File: src/rtl/hazard_controller.sv
// Pipeline hazard sequencer: decode forwarding selects, load-use bubbles, branch squash
// and a memory-busy freeze with watchdog. Optional counters: define HAZARD_PERF_CNT_EN.
module hazard_controller #(
  parameter int MEM_TIMEOUT = 16
) (
  input  logic        clk,
  input  logic        rst,
  input  logic [4:0]  rsD,
  input  logic [4:0]  rtD,
  input  logic        useRsD,
  input  logic        useRtD,
  input  logic        branchD,
  input  logic        branchTakenD,
  input  logic [4:0]  writeRegE,
  input  logic        regWriteE,
  input  logic        mem2RegE,
  input  logic        memWriteE,
  input  logic [4:0]  writeRegM,
  input  logic        regWriteM,
  input  logic        memReady,
  output logic [1:0]  fad,
  output logic [1:0]  fbd,
  output logic        stallF,
  output logic        stallD,
  output logic        flushD,
  output logic        flushE,
  output logic        pcSelF,
  output logic        freeze,
  output logic        memError,
  output logic [31:0] stallCount,
  output logic [31:0] flushCount,
  output logic        state_dbg
);

  typedef enum logic {RUN = 1'b0, WAIT = 1'b1} state_t;

  localparam logic [7:0] TIMEOUT_C = 8'(MEM_TIMEOUT);

  state_t     state_q, state_d;
  logic [7:0] wait_cnt_q, wait_cnt_d;
  logic       mem_error_q, mem_error_d;
  logic       mem2reg_m_q, mem2reg_m_d;
  logic       mem_write_m_q, mem_write_m_d;
  logic       mem_op_m, lu_haz, freeze_int, live;
  logic [1:0] fad_raw, fbd_raw;

  function automatic logic [1:0] fwd_sel(
    input logic [4:0] src,
    input logic [4:0] wr_e, input logic rw_e, input logic m2r_e,
    input logic [4:0] wr_m, input logic rw_m, input logic m2r_m
  );
    logic [1:0] sel;
    sel = 2'd0;
    if (src != 5'd0 && rw_e && wr_e == src && !m2r_e) sel = 2'd1;
    else if (src != 5'd0 && rw_m && wr_m == src)      sel = m2r_m ? 2'd2 : 2'd3;
    return sel;
  endfunction

  assign mem_op_m = mem2reg_m_q | mem_write_m_q;
  assign live     = ~rst;

  always_comb begin
    state_d     = state_q;
    wait_cnt_d  = wait_cnt_q;
    mem_error_d = mem_error_q;
    freeze_int  = 1'b0;
    case (state_q)
      RUN: begin
        if (mem_op_m && !memReady) begin
          freeze_int = 1'b1;
          wait_cnt_d = 8'd1;
          state_d    = WAIT;
        end
      end
      WAIT: begin
        freeze_int = !memReady && (wait_cnt_q < TIMEOUT_C);
        if (memReady) begin
          wait_cnt_d = 8'd0;
          state_d    = RUN;
        end else if (wait_cnt_q >= TIMEOUT_C) begin
          // Give up: release the pipeline and let the access retire with bad data.
          wait_cnt_d  = 8'd0;
          mem_error_d = 1'b1;
          state_d     = RUN;
        end else begin
          wait_cnt_d = wait_cnt_q + 8'd1;
        end
      end
      default: state_d = RUN;
    endcase
  end

  always_comb begin
    mem2reg_m_d   = freeze_int ? mem2reg_m_q   : mem2RegE;
    mem_write_m_d = freeze_int ? mem_write_m_q : memWriteE;
    lu_haz  = regWriteE && mem2RegE && (writeRegE != 5'd0) &&
              ((useRsD && writeRegE == rsD) || (useRtD && writeRegE == rtD));
    fad_raw = fwd_sel(rsD, writeRegE, regWriteE, mem2RegE, writeRegM, regWriteM, mem2reg_m_q);
    fbd_raw = fwd_sel(rtD, writeRegE, regWriteE, mem2RegE, writeRegM, regWriteM, mem2reg_m_q);
  end

  always_ff @(posedge clk or posedge rst) begin
    if (rst) begin
      state_q       <= RUN;
      wait_cnt_q    <= 8'd0;
      mem_error_q   <= 1'b0;
      mem2reg_m_q   <= 1'b0;
      mem_write_m_q <= 1'b0;
    end else begin
      state_q       <= state_d;
      wait_cnt_q    <= wait_cnt_d;
      mem_error_q   <= mem_error_d;
      mem2reg_m_q   <= mem2reg_m_d;
      mem_write_m_q <= mem_write_m_d;
    end
  end

  // Reset forces every combinational output low, whatever the datapath presents.
  assign fad       = live ? fad_raw : 2'd0;
  assign fbd       = live ? fbd_raw : 2'd0;
  assign freeze    = live & freeze_int;
  assign stallF    = live & (lu_haz | freeze_int);
  assign stallD    = live & (lu_haz | freeze_int);
  assign flushE    = live & lu_haz & ~freeze_int;
  assign flushD    = live & branchD & branchTakenD & ~lu_haz & ~freeze_int;
  assign pcSelF    = flushD;
  assign memError  = mem_error_q;
  assign state_dbg = state_q;

`ifdef HAZARD_PERF_CNT_EN
  logic [31:0] stall_count_q, stall_count_d, flush_count_q, flush_count_d;

  always_comb begin
    stall_count_d = stall_count_q;
    flush_count_d = flush_count_q;
    if (stallD && stall_count_q != 32'hFFFF_FFFF) stall_count_d = stall_count_q + 32'd1;
    if ((flushD || flushE) && flush_count_q != 32'hFFFF_FFFF) flush_count_d = flush_count_q + 32'd1;
  end

  always_ff @(posedge clk or posedge rst) begin
    if (rst) begin
      stall_count_q <= 32'd0;
      flush_count_q <= 32'd0;
    end else begin
      stall_count_q <= stall_count_d;
      flush_count_q <= flush_count_d;
    end
  end

  assign stallCount = stall_count_q;
  assign flushCount = flush_count_q;
`else
  assign stallCount = 32'd0;
  assign flushCount = 32'd0;
`endif

endmodule

File: config.mk
export PLATFORM = sky130hd
export DESIGN_NAME = hazard_controller
export DESIGN_NICKNAME = d
export VERILOG_FILES = /design/src/rtl/hazard_controller.sv
export SDC_FILE = /design/constraint.sdc
export NUM_CORES = 1
export LEC_CHECK = 0
export CORE_ASPECT_RATIO = 2
export CORE_MARGIN = 2
export CORE_UTILIZATION = 35
export DETAILED_ROUTE_END_ITERATION = 8
export PLACE_DENSITY = 0.82
export SLEW_MARGIN = 40
export SYNTH_ARGS = -nofsm -noshare
export SYNTH_HDL_FRONTEND = slang
export SYNTH_SLANG_ARGS = --single-unit
File: constraint.sdc
create_clock -name clk -period 2.47 [get_ports clk]
set_clock_uncertainty 0.15 [all_clocks]
set_input_delay 0.494 -clock clk [delete_from_list [all_inputs] [get_ports clk]]
set_output_delay 0.494 -clock clk [all_outputs]
set_load 0.05 [all_outputs]
==> results of run 1 <==
## metal layers
layer  global-route usage  routed length (um)
met5                    0                   0
met4               0.0500                  72
met3               0.0348                 337
met2                0.264                1710
met1                0.159                1310
## through the flow
stage	TNS [ns]	utilization	cells	hold slack (ns)	setup slack (ns)
floorplan	-0.356	-	237	0.147	-0.158
global route	-1.15	0.514	286	0.375	-0.237
detailed placement	-3.71	0.470	279	0.341	-0.552
global placement	-3.61	0.470	279	0.310	-0.511
CTS	-1.11	0.492	283	0.357	-0.251
finish	-0.703	0.514	286	0.345	-0.171
## state kept, by name (all words and copies together) (netlist names)
name	cells
state_dbg	1
memError	1
mem2reg_m_q	1
mem_write_m_q	1
wait_cnt_q	8
## timing repair
| item | 4_1_cts | 5_1_grt |
|---|---|---|
| gates resized for setup | 52 | 22 |
| setup buffers | 0 | 3 |
| setup endpoints to repair | 10 | 10 |
| hold buffers | 0 | 0 |
| pin swaps | 13 | 15 |
## path summary, 6_finish.rpt
check	start	endpoint	slack, ns	cells after the start
setup / recovery	writeRegE[2]	stallD	-0.17	7
hold / removal	memError	memError	0.35	1
setup reg to reg	wait_cnt_q[6]	mem_write_m_q	0.56	6
hold reg to reg	memError	memError	0.35	1
max in group asynchronous	rst	wait_cnt_q[5]	1.56	3
min in group asynchronous	rst	wait_cnt_q[6]	0.46	3
## synth_stat cells (2+ instances only)
master     number
dfrtp_1        12
nor2b_1         3
o22ai_1         3
nor4_1          3
inv_2           2
nor3_1          4
xnor2_1         6
and2_1          3
mux2_1          2
nand3_1         7
inv_1           6
buf_4          66
a21oi_1         2
xor2_1         10
nor2_1         11
ha_1            2
o21ai_1         4
o2111ai_1       2
nand2_1         7
## area by class of cell
cell class	instances	area [sq um]	share of cell area
inverter	9	38.8	0.0189
clock buffer	4	55.1	0.0268
sequential	12	300	0.146
timing repair buffer	60	619	0.301
multi-input combinational	149	978	0.476
tap	52	65.1	0.0316
## kinds of logic after synthesis
| group | share of synthesized area |
|---|---|
| AO/OA/AOI/OAI | 0.100 |
| XOR/XNOR | 0.0976 |
| adder cells (fa/ha/maj) | 0.0174 |
| buffers and inverters | 0.375 |
| flip-flops | 0.209 |
| multiplexers | 0.0157 |
| other | 0.00261 |
| AND/OR/NAND/NOR | 0.182 |
## power by group through the flow
stage          clock (mW)  combinational [mW]  sequential, mW
2_1_floorplan           0               0.418           0.238
3_3_place_gp            0               0.471           0.234
3_5_place_dp            0               0.478           0.235
4_1_cts             0.223               0.478           0.232
5_1_grt             0.230               0.529           0.236
6_report            0.215               0.502           0.233
==> metrics.txt, run 1 <==
status=finished with violations; violated checks=setup timing; Slew Viols, Final=0; crit-path max cell delay=0.41 ns; Initial Utilization=0.358; EDFF count, synth=0; area grow syn2layout=43.3%; CTS tree=yes; vias per cell=4.31; die area=4660 sq um; grt ovf=0; setup ws final=-0.171 ns; Cell Chain, Critical Path=buf_8 > xor2_2 > a2111o_1 > nor3_2 > o2111ai_4 > a21oi_4 > buf_12; Mapped Area=1440 sq um; final setup vio count=5; Critical Path RT=1.83 ns; area leader, netlist=buf_4; Total Power=0.950 mW; Post-route DRC=0; first-pass GRT wire length=5320 um; row cnt=33; post-synthesis cell type count=38; Slowest-stage cell, CP=a2111o_1; Clock Sinks=12; First-pass DRT Iterations=4; CTS max path bufs=2; RSZ-0062 raised after global routing=true; vias in the first global route=1125; overall routing resource usage=0.144; final instance area=2060 sq um; Num CTS Buffers=3; Ant. Diodes=0; Worst Path Arrival=2.00 ns; Ports=107; drt initial violations=23; Lkg Pwr=0.965 nW; pwr/cell area=462 nW/um^2; P_sw=0.455 mW; DIE WIDTH=49.3 um; number of routed nets with antenna violations=0; die height=94.6 um; fin crit period=2.64 ns; Fill cells=358; Pint=0.495 mW; Area contributors post-synth=buf_4 (35%), dfrtp_1 (21%), xor2_1 (6.1%); detailed placement HPWL=2690 um; initial antenna violation count=0; Final period util=1.07; layout cells sized above 1=0.321; PortBufs=42; switch share=0.479; Clock power frac=0.227; Buf+Inv Stages, Crit Path=2; routed wire length=3420 um; most frequent cells in the layout=conb_1 (64), buf_4 (18), clkdlybuf4s50_1 (12), dfrtp_1 (12); area of placed instances=1880 sq um; Crit Path Category=in -> out; Max Freq=0.379 GHz; Yosys warnings=0; Synth Register Bits=12; Crit. End Element=output pin; Clock transition at path regs=0.05 ns; Avg Inst Size Synth=8.25 sq um; routability cong.=0.853; DR vias=1232; hold crit path type=reg -> reg; WL per Instance=12.0 um; most common cell after layout, fill and taps aside=conb_1; largest net degree at the start of global routing=13; Post-Syn Instances=174; Top FF cell, synth=dfrtp_1; final hold violation count=0; clk_lat worst skew=0.24 ns; CP Launch Type=primary input; VDD IR-drop max=0.385 mV; Core ar.=4010 sq um; Root Buffer=clkbuf_8; cell family with most CP delay=compound AO/OA/AOI/OAI gates; number of H-tree levels=1; Gate power share=0.528; fin nets=268; Seq/Total Area, Yosys=0.209; Max FO, Critical Path=3; Yosys top cell area share=0.345; total of max-cap violations=0; ys async rst share=1.00; part of the power in registers=0.245
Note: power is estimated with default switching activity, not from simulation.
==> run 2, diff against run 1 <==
--- a/config.mk
+++ b/config.mk
@@ -9,7 +9,7 @@
 export CORE_MARGIN = 2
 export CORE_UTILIZATION = 35
 export DETAILED_ROUTE_END_ITERATION = 8
-export PLACE_DENSITY = 0.82
+export PLACE_DENSITY = 0.93
 export SLEW_MARGIN = 40
 export SYNTH_ARGS = -nofsm -noshare
 export SYNTH_HDL_FRONTEND = slang
==> run 2 against run 1 <==
The flow still finishes with violations (setup timing); hold slack worse by 0.17 ns; non-clock buffer count is 4 higher; design area is 1.0% lower.
==> metrics.txt, run 2 (same netlist as run 1, synthesis figures left out) <==
grt ovf=0 (unchanged); Max FO, Critical Path=3 (unchanged); WL per Instance=11.3 um (-5.4%); most frequent cells in the layout=conb_1 (64), buf_4 (22), dfrtp_1 (12); total of max-cap violations=0 (unchanged); Final period util=1.05 (-0.0228); fin crit period=2.58 ns (-0.0563 ns); pwr/cell area=462 nW/um^2 (about the same); drt initial violations=11 (-52%); most common cell after layout, fill and taps aside=conb_1; Slew Viols, Final=0 (unchanged); FF-to-FF Start=wait_cnt_q[6]; First-pass DRT Iterations=4 (unchanged); number of routed nets with antenna violations=0 (unchanged); Post-route DRC=0 (unchanged); max reg flops=8 (unchanged); Placed Cells=283 (+1.4%); PortBufs=42 (unchanged); Core ar.=4010 sq um (unchanged); vias in the first global route=1161 (+3.2%); area grow syn2layout=41.8%; setup ws final=-0.115 ns (+0.0563 ns); slew at the pin closest to its max-slew limit=0.517 ns; number of H-tree levels=1 (unchanged); Max Freq=0.387 GHz (+2.2%); routed wire length=3280 um (-4.1%); register bank with the most flops=wait_cnt_q; RSZ-0062 raised after global routing=true; Slew headroom=0.654; Worst R2R Path Depth=5 (-1); Root Buffer=clkbuf_8; Clock transition at path regs=0.05 ns (about the same); final setup vio count=5 (unchanged); WHS=0.179 ns (-0.166 ns); layout cells sized above 1=0.311 (-0.00959); final hold violation count=0 (unchanged); Lkg Pwr=0.985 nW (+2.1%); Clock Sinks=12 (unchanged); first-pass GRT wire length=5120 um (-3.8%); status=finished with violations; worst reg2reg endpoint=mem_write_m_q; CTS max path bufs=2 (unchanged); Worst Path Arrival=1.94 ns (-0.06 ns); DIE WIDTH=49.3 um (unchanged); Crit. End Element=output pin; Reg2Reg Setup Slack=0.65 ns (+0.09 ns); Non-Filler Instances=290 (+1.4%); routability cong.=0.840 (-1.5%); CTS Hold Bufs=0 (unchanged); cell family with most CP delay=compound AO/OA/AOI/OAI gates; die height=94.6 um (unchanged); row cnt=33 (unchanged); DR vias=1206 (-2.1%); largest net degree at the start of global routing=13 (unchanged); overall routing resource usage=0.142 (-0.00253); Initial Utilization=0.358 (unchanged); crit-path max cell delay=0.42 ns (about the same); Slowest-stage cell, CP=a2111o_1; CP Launch Type=primary input; die area=4660 sq um (unchanged); fin nets=272 (+1.5%); hold crit path type=in -> async; Crit Path Category=in -> out; Num CTS Buffers=3 (unchanged); CTS tree=yes; clk_lat worst skew=0.24 ns (about the same); Ports=107 (unchanged); Ant. Diodes=0 (unchanged); Critical Path RT=1.83 ns (about the same); violated checks=setup timing; initial antenna violation count=0 (unchanged); detailed placement HPWL=2790 um (+3.6%); VDD IR-drop max=0.365 mV (-5.1%); vias per cell=4.16 (-3.5%); Buf+Inv Stages, Crit Path=2 (unchanged); Cell Chain, Critical Path=buf_6 > nor2b_4 > a2111o_1 > nor3_2 > o2111ai_4 > a21oi_4 > buf_12
run 2: per-layer routing:
metal / vias up / track usage / routed length (um)
li1: 571 / - / -
met1: 544 / 0.146 / 1110
met2: 82 / 0.247 / 1730
met3: 9 / 0.0617 / 383
met4: 0 / 0.0571 / 61
met5: - / 0 / 0
run 2: worst max path at each step:
stage                       from  endpoint  cells past startpoint
global route              rsD[2]    stallD                      7
CTS                       rsD[2]    stallD                      7
global placement    writeRegE[0]    flushD                      7
finish                    rsD[0]    stallD                      7
detailed placement  writeRegE[0]    flushD                      7
floorplan           writeRegE[2]    stallF                      6
run 2: repair_timing:
| action | CTS | global route |
|---|---|---|
| setup buffers | 0 | 3 |
| gates resized for setup | 55 | 22 |
| setup endpoints to repair | 10 | 10 |
| pin swaps | 12 | 16 |
run 2: layout make-up:
| class | count | area (sq um) |
|---|---|---|
| clock buffers | 4 | 55.1 |
| repair buffers | 64 | 632 |
| well taps | 52 | 65.1 |
| fillers | 368 | 1970 |
| flip-flops and latches | 12 | 300 |
| inverters | 9 | 38.8 |
| multi-input cells | 149 | 945 |
run 2: power by group:
| part | switching [mW] | total [mW] | internal [mW] |
|---|---|---|---|
| Combinational | 0.356 | 0.496 | 0.140 |
| Clock | 0.0706 | 0.211 | 0.141 |
| Sequential | 0.0201 | 0.233 | 0.213 |
run 2: metrics by stage:
stage               utilization  setup slack [ns]  setup TNS (ns)  total power, mW  cell area, sq um
detailed placement        0.478            -0.535           -3.77            0.720              1910
global route              0.508            -0.196           -1.06            0.993              2040
floorplan                     -            -0.158          -0.356            0.656              1710
global placement          0.478            -0.506           -3.51            0.707              1910
CTS                       0.498            -0.237          -0.959            0.934              1990
finish                    0.508            -0.115          -0.458            0.941              2040
run 2: worst reg2reg max path: cells and delay by family, from the launching register on:
kind                   cells  cell delay (ns)
AOI/OAI and AO/OA          1             0.22
and+or+nand+nor            2             0.47
buffers and inverters      1             0.15
muxes                      1             0.31
DFF                        1             0.40
